**src/rtl/emu_scan_pkg.sv**
```systemverilog
// Shared definitions for the emulator scan controller.
//   - default parameter widths
//   - scan command op encodings (save / load)
//   - controller state enumeration
package emu_scan_pkg;

  localparam int unsigned DEF_DATA_WIDTH = 64;
  localparam int unsigned DEF_CNT_WIDTH  = 16;

  localparam logic OP_SAVE = 1'b0;  // scan chain contents out to the host
  localparam logic OP_LOAD = 1'b1;  // scan host data into the chain

  // Encodings are fixed so existing waveform decoders keep working.
  typedef enum logic [2:0] {
    ST_IDLE  = 3'd0,
    ST_DRAIN = 3'd1,
    ST_FF    = 3'd2,
    ST_GAP   = 3'd3,
    ST_RAM   = 3'd4,
    ST_FIN   = 3'd5
  } scan_state_e;

endpackage

```
**src/rtl/scan_word_cnt.sv**
```systemverilog
// Loadable word down-counter shared by the FF and RAM scan phases.
// Ports:
//   clk, rst      : clock, asynchronous active-high reset
//   load/load_val : load a new word count (has priority over dec)
//   dec           : decrement by one word; saturates at zero
//   count         : current remaining words
//   last          : count == 1, i.e. the next decrement finishes the phase
module scan_word_cnt #(
  parameter int unsigned CNT_WIDTH = 16
) (
  input  logic                 clk,
  input  logic                 rst,
  input  logic                 load,
  input  logic [CNT_WIDTH-1:0] load_val,
  input  logic                 dec,
  output logic [CNT_WIDTH-1:0] count,
  output logic                 last
);

  localparam logic [CNT_WIDTH-1:0] CntOne = CNT_WIDTH'(1);

  always_ff @(posedge clk or posedge rst) begin
    if (rst) begin
      count <= '0;
    end else if (load) begin
      count <= load_val;
    end else if (dec && (count != '0)) begin
      count <= count - CntOne;
    end
  end

  assign last = (count == CntOne);

endmodule

```
**src/rtl/emu_scan_ctrl.sv**
```systemverilog
// Emulator scan controller: pauses the emulated DUT, then streams the FF
// chain and the RAM chain out (save) or in (load), one word per handshake.
// Ports:
//   clk, rst                         : clock, asynchronous active-high reset
//   run_en, dut_stall                : host run request, memory-model stall
//   cmd_valid/cmd_ready, cmd_op,
//   cmd_ff_words, cmd_ram_words      : scan command
//   s_valid/s_ready/s_data           : load stream from the host
//   m_valid/m_ready/m_data           : save stream to the host
//   ff_sdo/ff_sdi, ram_sdo/ram_sdi   : chain data out / in
//   pause, ff_scan, ff_dir,
//   ram_scan, ram_dir                : chain control
//   dut_clk_en, ff_clk_en, ram_clk_en: clock gate enables
//   busy, done                       : status; done pulses for one cycle
module emu_scan_ctrl
  import emu_scan_pkg::*;
#(
  parameter int unsigned DATA_WIDTH = DEF_DATA_WIDTH,
  parameter int unsigned CNT_WIDTH  = DEF_CNT_WIDTH
) (
  input  logic                  clk,
  input  logic                  rst,
  input  logic                  run_en,
  input  logic                  dut_stall,
  input  logic                  cmd_valid,
  output logic                  cmd_ready,
  input  logic                  cmd_op,
  input  logic [CNT_WIDTH-1:0]  cmd_ff_words,
  input  logic [CNT_WIDTH-1:0]  cmd_ram_words,
  input  logic                  s_valid,
  output logic                  s_ready,
  input  logic [DATA_WIDTH-1:0] s_data,
  output logic                  m_valid,
  input  logic                  m_ready,
  output logic [DATA_WIDTH-1:0] m_data,
  input  logic [DATA_WIDTH-1:0] ff_sdo,
  input  logic [DATA_WIDTH-1:0] ram_sdo,
  output logic [DATA_WIDTH-1:0] ff_sdi,
  output logic [DATA_WIDTH-1:0] ram_sdi,
  output logic                  pause,
  output logic                  ff_scan,
  output logic                  ff_dir,
  output logic                  ram_scan,
  output logic                  ram_dir,
  output logic                  dut_clk_en,
  output logic                  ff_clk_en,
  output logic                  ram_clk_en,
  output logic                  busy,
  output logic                  done
);

  scan_state_e          state_q, state_d;
  logic                 op_q;
  logic [CNT_WIDTH-1:0] ram_words_q;
  logic                 pause_q;

  logic                 cnt_load;
  logic [CNT_WIDTH-1:0] cnt_load_val;
  logic                 cnt_dec;
  logic [CNT_WIDTH-1:0] cnt_count;
  logic                 cnt_last;

  logic in_idle, in_ff, in_ram, in_scan, shift;

  assign in_idle = (state_q == ST_IDLE);
  assign in_ff   = (state_q == ST_FF);
  assign in_ram  = (state_q == ST_RAM);
  assign in_scan = in_ff || in_ram;

  // One counter serves both phases: FF length is loaded on command
  // acceptance, the latched RAM length when the RAM phase starts.
  scan_word_cnt #(
    .CNT_WIDTH(CNT_WIDTH)
  ) u_word_cnt (
    .clk     (clk),
    .rst     (rst),
    .load    (cnt_load),
    .load_val(cnt_load_val),
    .dec     (cnt_dec),
    .count   (cnt_count),
    .last    (cnt_last)
  );

  // Stream and chain datapath.
  always_comb begin
    m_valid = in_scan && (op_q == OP_SAVE);
    s_ready = in_scan && (op_q == OP_LOAD);
    shift   = (m_valid && m_ready) || (s_valid && s_ready);
    m_data  = in_ff ? ff_sdo : (in_ram ? ram_sdo : '0);
    // Saving recirculates the chain so its contents survive the scan.
    ff_sdi  = (in_ff && (op_q == OP_LOAD)) ? s_data : ff_sdo;
    ram_sdi = (in_ram && (op_q == OP_LOAD)) ? s_data : ram_sdo;
  end

  // Next-state logic.
  always_comb begin
    state_d      = state_q;
    cnt_load     = 1'b0;
    cnt_load_val = cmd_ff_words;
    cnt_dec      = 1'b0;
    unique case (state_q)
      ST_IDLE: begin
        if (cmd_valid) begin
          state_d  = ST_DRAIN;
          cnt_load = 1'b1;
        end
      end
      ST_DRAIN: begin
        if (cnt_count != '0) begin
          state_d = ST_FF;
        end else if (ram_words_q != '0) begin
          state_d      = ST_RAM;
          cnt_load     = 1'b1;
          cnt_load_val = ram_words_q;
        end else begin
          state_d = ST_FIN;
        end
      end
      ST_FF: begin
        if (shift) begin
          cnt_dec = 1'b1;
          if (cnt_last) state_d = ST_GAP;
        end
      end
      ST_GAP: begin
        if (ram_words_q != '0) begin
          state_d      = ST_RAM;
          cnt_load     = 1'b1;
          cnt_load_val = ram_words_q;
        end else begin
          state_d = ST_FIN;
        end
      end
      ST_RAM: begin
        if (shift) begin
          cnt_dec = 1'b1;
          if (cnt_last) state_d = ST_FIN;
        end
      end
      ST_FIN:  state_d = ST_IDLE;
      default: state_d = ST_IDLE;
    endcase
  end

  always_ff @(posedge clk or posedge rst) begin
    if (rst) begin
      state_q     <= ST_IDLE;
      op_q        <= OP_SAVE;
      ram_words_q <= '0;
      pause_q     <= 1'b1;
    end else begin
      state_q <= state_d;
      // Looking at state_d makes pause rise with DRAIN and fall right after FIN.
      pause_q <= (state_d != ST_IDLE) || !run_en;
      if (in_idle && cmd_valid) begin
        op_q        <= cmd_op;
        ram_words_q <= cmd_ram_words;
      end
    end
  end

  // Control outputs.
  always_comb begin
    cmd_ready  = in_idle;
    busy       = !in_idle;
    done       = (state_q == ST_FIN);
    pause      = pause_q;
    ff_scan    = in_ff;
    ff_dir     = in_ff && op_q;
    ram_scan   = in_ram;
    ram_dir    = in_ram && op_q;
    dut_clk_en = in_idle && !pause_q && !dut_stall;
    ff_clk_en  = in_idle ? dut_clk_en : (in_ff && shift);
    ram_clk_en = in_idle ? dut_clk_en : (in_ram && shift);
  end

endmodule

```
**config.mk**
```make
export PLATFORM = sky130hd
export DESIGN_NAME = emu_scan_ctrl
export DESIGN_NICKNAME = d
export VERILOG_FILES = /design/src/rtl/emu_scan_pkg.sv /design/src/rtl/scan_word_cnt.sv /design/src/rtl/emu_scan_ctrl.sv
export SDC_FILE = /design/constraint.sdc
export NUM_CORES = 1
export LEC_CHECK = 0
export CAP_MARGIN = 20
export CORE_AREA = 2 2 171 173
export CTS_BUF_LIST = sky130_fd_sc_hd__clkbuf_8
export CTS_CLUSTER_SIZE = 40
export DETAILED_ROUTE_END_ITERATION = 8
export DIE_AREA = 0 0 173 175
export PLACE_DENSITY_LB_ADDON = 0.25
export REMOVE_ABC_BUFFERS = 1
export SYNTH_ARGS = -nofsm -noshare
export SYNTH_HDL_FRONTEND = slang
export SYNTH_SLANG_ARGS = --single-unit
```
**constraint.sdc**
```tcl
create_clock -name clk -period 4.45 [get_ports clk]
set_input_delay 0.89 -clock clk [delete_from_list [all_inputs] [get_ports clk]]
set_output_delay 0.89 -clock clk [all_outputs]
set_load 0.005 [all_outputs]
```
# After elaboration in Yosys (flattened, before gate mapping)
# Index checks and enable logic that the tools add are counted.
[totals] regBits=37 output_inout_bits=205 elab_cells=63 input_bits=232
[op_classes] n_eq_ne=6 add_sub_neg=1 muxes=25 bitwise=1 reduce_logical=25
[op_table] cell="$mux 64" count=4
[op_table] cell="$mux 16" count=4
[op_table] cell="$pmux 16 s2" count=1
[op_table] cell="$reduce_bool 16->1" count=2
[op_table] cell="$mux 3" count=6
[op_table] cell="$eq 16x1->1 const B" count=1
[op_table] cell="$sub 16x1->16 const B" count=1
[op_table] cell="$pmux 3 s5" count=1
[op_table] cell="$logic_and 1x1->1" count=12
[op_table] cell="$mux 1" count=8
[op_table] cell="$eq 3x2->1 const B" count=2
[op_table] cell="$eq 3x3->1 const B" count=2
[op_table] cell="$logic_not 1->1" count=4
[op_table] cell="$eq 3x1->1 const B" count=1
[op_table] cell="$logic_not 3->1" count=1
[op_table] cell="$logic_or 1x1->1" count=3
[op_table] cell="$pmux 1 s3" count=1
[op_table] cell="$reduce_bool 3->1" count=1
[op_table] cell="$reduce_bool 2->1" count=1
[op_table] cell="$reduce_or 2->1" count=1
[op_table] cell="$not 1->1" count=1

# Longest topological paths before layout
# Gate-level depths: netlist (run 1).
[logic_depth] word_depth=10 depth_mapped=8 depth_no_buf=7

# Hierarchy
# A second synthesis (run 1) with hierarchy kept.
[hier_totals] hier_cells=449 hier_area_um2=4483.0
[modules_own_cells] module="emu_scan_ctrl" instances=1 seq_area_each_um2=526.8 cells_each=323 area_each_um2=3437.0
[modules_own_cells] module="scan_word_cnt" instances=1 seq_area_each_um2=400.4 cells_each=126 area_each_um2=1046.0

# Worst setup path after synthesis (run 1)
# OpenSTA, ideal clock, no wires.
[synth_path] path_kind="flip-flop to output port" from="reg state_q[2]" to="out ram_sdi[15]" required_ns=3.560 arrival_time_ns=1.769 path_slack_ns=1.791 path_stages_with_launch=7 path_buffers=3 path_cell_list="dfrtp_1 -> buf_2 -> nor3b_1 -> and2_1 -> buf_2 -> buf_2 -> mux2_2"
[synth_via] elab_chain_len=3
[synth_lines] element="from (decl)" line="emu_scan_ctrl.sv:52" text="scan_state_e state_q, state_d;"
[synth_lines] element="from (signal assigned)" line="emu_scan_ctrl.sv:152" text="state_q <= state_d;"
[synth_lines] element="$eq 3x3->1" line="emu_scan_ctrl.sv:67" text="assign in_ram = (state_q == ST_RAM);"
[synth_lines] element="$logic_and 1x1->1" line="emu_scan_ctrl.sv:92" text="ram_sdi = (in_ram && (op_q == OP_LOAD)) ? s_data : ram_sdo;"
[synth_lines] element="$mux 64" line="emu_scan_ctrl.sv:92"
[synth_lines] element="to (decl)" line="emu_scan_ctrl.sv:39" text="output logic [DATA_WIDTH-1:0] ram_sdi,"
# Every way passes these cells.

# Worst setup path after layout (run 1)
[layout_path] from="reg state_q[0]" to="out ram_sdi[17]"
# The elaborated chain is that of the path after synthesis.

==> results of run 1 <==
-- cell families (layout without fill, tap and decap cells) --
kind of cell / count (synthesis) / in the layout / share of synthesized area
XOR/XNOR: 12 / 12 / 0.0246
flip-flops: 37 / 37 / 0.217
AO/OA/AOI/OAI: 114 / 114 / 0.204
multiplexers: 131 / 131 / 0.345
other: 0 / 4 / 0
adder cells (fa/ha/maj): 3 / 3 / 0.00878
AND/OR/NAND/NOR: 123 / 123 / 0.150
buffers and inverters: 52 / 466 / 0.0506
-- Yosys cell counts, types with 4 or more instances --
cell type	instances
a21oi_1	12
nand2_1	57
a211oi_1	4
clkbuf_1	19
xnor2_1	4
dfrtp_1	36
inv_1	13
xor2_1	8
nand4_1	4
nor4_1	9
o21ai_0	12
mux2_2	129
buf_2	17
o22ai_1	12
nor3_1	8
nand3_1	5
a22o_1	64
nor2_1	12
-- registers in the layout (all words and copies together), names as in the netlist --
register / count
pause: 1
op_q: 1
ram_words_q: 16
u_word_cnt.count: 16
state_q: 3
-- worst max-delay path: cells and delay by family, from the launching register on --
| kind | cells | cell delay, ns |
|---|---|---|
| simple gates | 2 | 0.81 |
| mux | 1 | 0.35 |
| buf+inv | 2 | 0.78 |
| flops | 1 | 0.54 |
-- final timing paths --
kind | from | cells past startpoint | slack (ns) | end
setup reg to reg | u_word_cnt.count[4] | 5 | 1.74 | u_word_cnt.count[15]
hold / removal | ram_words_q[13] | 2 | 0.50 | ram_words_q[13]
min in group asynchronous | rst | 2 | 0.99 | ram_words_q[12]
hold reg to reg | ram_words_q[13] | 2 | 0.50 | ram_words_q[13]
setup / recovery | state_q[0] | 5 | 0.75 | ram_sdi[17]
max in group asynchronous | rst | 3 | 2.65 | pause
-- cells in the final DEF, fill, tap and decap left out, types with 8 or more instances in the layout --
cell type,count
o22ai_1,12
a21oi_1,12
xor2_1,8
clkdlybuf4s50_1,436
nor2_1,12
nor4_1,9
nand2_1,57
a22o_1,64
mux2_2,129
inv_1,13
o21ai_0,11
dfrtp_1,36
-- power by group --
part / switching [mW] / internal (mW)
logic: 1.35 / 1.74
clock network: 0.128 / 0.223
registers: 0.197 / 0.509
total: 1.67 / 2.48
-- final cells by class --
| type | count | area, µm² | share of cell area |
|---|---|---|---|
| diodes | 4 | 10.0 | 0.00109 |
| flip-flops and latches | 37 | 927 | 0.101 |
| inverters | 13 | 48.8 | 0.00530 |
| clock buffers | 5 | 68.8 | 0.00747 |
| clock inverters | 3 | 65.1 | 0.00706 |
| well taps | 384 | 480 | 0.0522 |
| multi-input cells | 383 | 3160 | 0.343 |
| repair buffers | 445 | 4460 | 0.484 |
-- metal layers --
layer  vias to the layer above  GRT usage  wire length (µm)
met5                         -          0                61
met4                        10     0.0290               418
met1                      2708      0.246             13000
met2                       265      0.312             14300
met3                        31     0.0548              2660
li1                       2638          -                 -
==> reports/qor.csv, run 1 <==
metric;value;unit
final_area;0.00921;mm²
htree_levels;2;
crit_arrival;2.81;ns
drive_above_1_share;0.183;
rsz0062_at_grt;no;
layout_min_cycle_time;3.70;ns
synth_edf_count;0;
boundaryPins;437;
syn_avg_cell_area;9.06;µm²
initial_core_util;0.151;
synth_top_area_cell;mux2_2;
area_growth;116;%
fp.dieW;173;µm
finalSetupTns;0;ns
core_area;0.0284;mm²
fin_util;0.324;
slew_viol_final;0;
status;finished, final reports clean;
dieArea;0.0303;mm²
drv_cap;0;
clock-sinks;37;
grt_max_degree;68;
via_per_inst;4.44;
netlist_area;0.00427;mm²
fin_skew;0.00566;ns
gr-total-overflow;0;
drc;0;
peakVddDrop;0.254;mV
power.density;450;mW/mm²
critPathLaunchType;flip-flop;
finalHoldViolCount;0;
holdBufCountCts;0;
fillers;2992;
place_congestion;0.881;
nets;1120;
drt_iter0_drc;285;
wire_per_inst;23.9;µm
cts_buffer_depth;2;
setup_viol;0;
clk_latency;0.30;ns
max_stage_delay;0.55;ns
synth_area_leaders;mux2_2, dfrtp_1, a22o_1;
postSynthCellCount;472;
critPathMaxFanout;37;
synth_flop_cell;dfrtp_1;
wl;30400;µm
rows;62;
antenna_found_initial;12;
max-slew-margin-rel;0.340;
required;3.56;ns
cp_cell_sequence;nor3b_2, and2_4, buf_4, mux2_2, clkdlybuf4s50_1;
synth.distinct_cells;47;
worst_slack;0.745;ns
dr.pass1.iters;4;
fin_crit_sh;0.833;
synth_top_area_frac;0.340;
grt_usage;0.188;
pre_cts_ws;0.825;ns
dp.cells;1262;
post_cts_resize_count;0;
path_clk_slew;0.08;ns
root_buffer;clkbuf_8;
cts_setup_buffers;0;
dpl_cell_area;0.00907;mm²
leakage;3.40;nW
async_reset_ff_frac;1.00;
post-dp-hpwl;25800;µm
holdWs;0.504;ns
fp.dieH;175;µm
final_antenna_net_count;0;
worstMarginPinSlew;0.987;ns
finalPower;4.15;mW
vias;5652;
grt_pass1_vias;5657;
cts_tree;built;
grt_pass1_wl;41800;µm
fmax;270;MHz
slowest_stage;and2_4;
numCtsBuffers;5;
ys_ff_latch;37;
worstSetupPathType;reg2out;
yosysWarnings;0;
final_cells;1274;
io_buffers;436;
hp-class;reg2reg;
synth-seq-area-share;0.217;
cp-end-kind;output pin;
No activity file was read; power rests on OpenSTA's default activity.
==> run 2, diff against run 1 <==
Settings changed: CORE_AREA 2 2 171 173 to 2 2 169 171, DIE_AREA 0 0 173 175 to 0 0 171 173.
Clock period 4.45 ns to 3.7 ns, I/O delays scaled along.
==> reports/qor.csv, run 2 (synthesized netlist as in run 1, its figures left out) <==
metric;value;unit;change
p_clk_frac;0.072;;-0.013
numCtsBuffers;5;;unchanged
grt_usage;0.204;;+0.0159
root_buffer;clkbuf_8;;
cts_tree;built;;
wl;32000;µm;+5.3%
final_common_cell;clkdlybuf4s50_1;;
io_buffers;436;;unchanged
top_regs;ram_words_q x16, u_word_cnt.count x16, state_q x3;;
power.switching;2.01;mW;+21%
area_growth;116;%;
grt_max_degree;68;;unchanged
place_congestion;0.910;;+3.3%
cts_buffer_depth;2;;unchanged
grt_pass1_wl;43300;µm;+3.5%
status;finished, final reports clean;;
dpl_cell_area;0.00909;mm²;+0.25%
leakage;3.41;nW;+0.38%
cts_setup_buffers;0;;unchanged
peakVddDrop;0.309;mV;+22%
dieArea;0.0296;mm²;-2.3%
post-dp-hpwl;27100;µm;+5.2%
dr.pass1.iters;5;;+1
post_cts_resize_count;0;;unchanged
required;2.96;ns;-0.60 ns
p_comb_frac;0.756;;+0.011
holdWs;0.514;ns;+0.00976 ns
worstSetupPathType;reg2out;;
finalHoldViolCount;0;;unchanged
vias;5711;;+1.0%
initial_core_util;0.155;;+0.00416
intPower;2.92;mW;+18%
pre_cts_ws;0.471;ns;-0.354 ns
fp.dieW;171;µm;-1.2%
grt_pass1_vias;5644;;-0.23%
holdBufCountCts;0;;unchanged
drc;0;;unchanged
rsz0062_at_grt;no;;
cp-end-kind;output pin;;
holdPathStages;2;;unchanged
worst_slack;0.247;ns;-0.498 ns
via_per_inst;4.47;;+0.65%
clk_latency;0.30;ns;about the same
antenna_found_initial;24;;+12
sequentialPowerShare;0.172;;+0.002
critPathLaunchType;flip-flop;;
fp.dieH;173;µm;-1.1%
sw_frac_of_total;0.408;;+0.00529
rows;61;;-1.6%
htree_levels;2;;unchanged
fin_crit_sh;0.933;;
path_clk_slew;0.08;ns;about the same
worstMarginPinSlew;0.994;ns;+0.00703 ns
fmax;290;MHz;
drv_cap;0;;unchanged
setup_viol;0;;unchanged
wire_per_inst;25.1;µm;+4.9%
layout_min_cycle_time;3.45;ns;
boundaryPins;437;;unchanged
max-slew-margin-rel;0.335;;-0.00470
fin_skew;0.0127;ns;+0.00708 ns
power.density;535;mW/mm²;+19%
gr-total-overflow;0;;unchanged
final_area;0.00923;mm²;+0.19%
drt_iter0_drc;327;;+15%
drive_above_1_share;0.185;;+0.00255
hp-class;reg2reg;;
clock-sinks;37;;unchanged
nets;1124;;+0.36%
final_antenna_net_count;0;;unchanged
slew_viol_final;0;;unchanged
final_cell_mix;clkdlybuf4s50_1, mux2_2, a22o_1;;
core_area;0.0276;mm²;-2.7%
critPathMaxFanout;66;;+78%
crit_arrival;2.71;ns;-0.10 ns
ff2ff_path_depth;5;;unchanged
[run 2: layout make-up]
cell class	instances	area, µm²
fill	2958	18400
timing repair buffer	449	4490
multi-input combinational	383	3160
sequential	37	927
tap	378	473
clock buffer	5	68.8
inverter	13	48.8
clock inverter	3	42.5
antenna	11	27.5
[run 2: power by group through the flow]
stage,Clock (mW),Sequential (mW),Combinational (mW)
floorplan,0,0.780,1.66
global placement,0,0.849,3.77
detailed placement,0,0.855,3.76
CTS,0.363,0.846,3.78
global route,0.385,0.880,4.01
finish,0.357,0.847,3.73
[run 2: worst max-delay path: stages (launching register included)]
cell	delay [ns]
dfrtp_1	0.49
inv_1	0.18
nor3_2	0.16
buf_4	0.65
a22o_1	0.29
clkdlybuf4s50_1	0.57
[run 2: worst paths after layout]
kind	endpoint	start	slack, ns
worst max register to register	pause	u_word_cnt.count[15]	0.93
worst min register to register	ram_words_q[7]	ram_words_q[7]	0.51
worst min-delay path	ram_words_q[7]	ram_words_q[7]	0.51
max in group asynchronous	pause	rst	2.48
min in group asynchronous	ram_words_q[0]	rst	0.85
worst max-delay path	m_data[0]	state_q[1]	0.25
[run 2: layer usage]
layer	vias up	wire [µm]	track usage
met1	2703	12900	0.256
met5	-	154	0
met4	22	386	0.0279
met2	285	14500	0.325
met3	40	4110	0.0945
li1	2661	-	-
[run 2: metrics by stage]
stage | power, mW | std cells | util | TNS [ns]
final | 4.94 | 1279 | 0.334 | 0
after global routing | 5.27 | 1270 | 0.333 | 0
after CTS | 4.99 | 1268 | 0.333 | 0
after detailed placement | 4.62 | 1260 | 0.329 | 0
after global placement | 4.62 | 1260 | 0.329 | 0
after floorplan | 2.44 | 433 | - | -571.76
==> run 3, diff against run 2 <==
Settings changed: CTS_BUF_LIST sky130_fd_sc_hd__clkbuf_8 to default.
==> reports/qor.csv, run 3 (synthesized netlist as in run 1, its figures left out) <==
metric;value;unit;change
nets;1124;;unchanged
cts_buffer_depth;2;;unchanged
numCtsBuffers;5;;unchanged
worst_slack;0.262;ns;+0.0144 ns
peakVddDrop;0.338;mV;+9.5%
final_common_cell;clkdlybuf4s50_1;;
pre_cts_ws;0.471;ns;unchanged
clk_latency;0.28;ns;-0.02 ns
fp.dieH;173;µm;unchanged
vias;5705;;-0.11%
worstMarginPinSlew;1.01;ns;+0.0134 ns
fin_crit_sh;0.929;;-0.00390
drv_cap;0;;unchanged
grt_pass1_wl;43300;µm;about the same
setup_viol;0;;unchanged
drt_iter0_drc;326;;-0.31%
layout_min_cycle_time;3.44;ns;-0.0144 ns
root_buffer;clkbuf_16;;
initial_core_util;0.155;;unchanged
dr.pass1.iters;4;;-1
crit_arrival;2.70;ns;about the same
grt_usage;0.204;;about the same
antenna_found_initial;24;;unchanged
cts_tree;built;;
hp-class;reg2reg;;
boundaryPins;437;;unchanged
io_buffers;436;;unchanged
drive_above_1_share;0.185;;unchanged
required;2.96;ns;about the same
fin_util;0.336;;+0.00204
grt_max_degree;68;;unchanged
slew_viol_final;0;;unchanged
cp-end-kind;output pin;;
final_antenna_net_count;0;;unchanged
finalHoldViolCount;0;;unchanged
core_area;0.0276;mm²;unchanged
gr-total-overflow;0;;unchanged
via_per_inst;4.46;;-0.11%
fp.dieW;171;µm;unchanged
max-slew-margin-rel;0.327;;-0.00896
rows;61;;unchanged
critPathMaxFanout;66;;unchanged
top_regs;ram_words_q x16, u_word_cnt.count x16, state_q x3;;
power.density;545;mW/mm²;+2.0%
grt_pass1_vias;5646;;+0.035%
fmax;291;MHz;+0.42%
post-dp-hpwl;27100;µm;unchanged
critPathLaunchType;flip-flop;;
drc;0;;unchanged
status;finished, final reports clean;;
place_congestion;0.910;;unchanged
rsz0062_at_grt;no;;
final_cell_mix;clkdlybuf4s50_1, mux2_2, a22o_1;;
htree_levels;2;;unchanged
post_cts_resize_count;0;;unchanged
clock-sinks;37;;unchanged
path_clk_slew;0.06;ns;-0.02 ns
dieArea;0.0296;mm²;unchanged
holdWs;0.505;ns;-0.00862 ns
area_growth;117;%;
wire_per_inst;25.0;µm;-0.29%
leakage;3.44;nW;+0.63%
finalSetupTns;0;ns;unchanged
worstSetupPathType;reg2out;;
cts_setup_buffers;0;;unchanged
holdBufCountCts;0;;unchanged
fin_skew;0.00768;ns;-0.00507 ns
wl;32000;µm;-0.29%
==> run 3: layout make-up <==
class                           instances  area [µm²]
Antenna cell                           11        27.5
Multi-Input combinational cell        383        3160
Sequential cell                        37         927
Inverter                               13        48.8
Clock buffer                            6         129
Tap cell                              378         473
Timing Repair Buffer                  449        4490
Fill cell                            2944       18300
Clock inverter                          2        38.8
==> run 3: power by group <==
| group | switching (mW) | internal, mW |
|---|---|---|
| sequential | 0.235 | 0.613 |
| clock | 0.166 | 0.319 |
| combinational | 1.62 | 2.11 |
| total | 2.02 | 3.04 |
==> run 3: path summary, 6_finish.rpt <==
path                                 startpoint  depth (start not counted)              endpoint  slack [ns]
max                                  state_q[1]                          5             m_data[0]        0.26
min                              ram_words_q[9]                          2        ram_words_q[9]        0.51
max reg2reg                u_word_cnt.count[15]                          5  u_word_cnt.count[15]        0.96
min reg2reg                      ram_words_q[9]                          2        ram_words_q[9]        0.51
max in group asynchronous                   rst                          3                 pause        2.46
min in group asynchronous                   rst                          3        ram_words_q[0]        0.88
==> run 3: metal layers <==
layer | wire length, µm | vias up | GRT usage
met5 | 149 | - | 0
met4 | 401 | 24 | 0.0279
met3 | 4030 | 42 | 0.0945
met2 | 14400 | 297 | 0.325
met1 | 13000 | 2680 | 0.256
li1 | - | 2662 | -
==> run 3: worst max-delay path, stage by stage, from the launching register on <==
cell and delay, ns:
dfrtp_1 0.49, inv_1 0.19, nor3_2 0.16, buf_4 0.65, a22o_1 0.29, clkdlybuf4s50_1 0.57
==> run 3: per-stage QoR <==
step	area [µm²]	power (mW)	instances
2_1_floorplan	4110	2.44	433
3_3_place_gp	9090	4.62	1260
3_5_place_dp	9090	4.62	1260
4_1_cts	9260	5.13	1268
5_1_grt	9260	5.41	1270
6_report	9290	5.07	1279
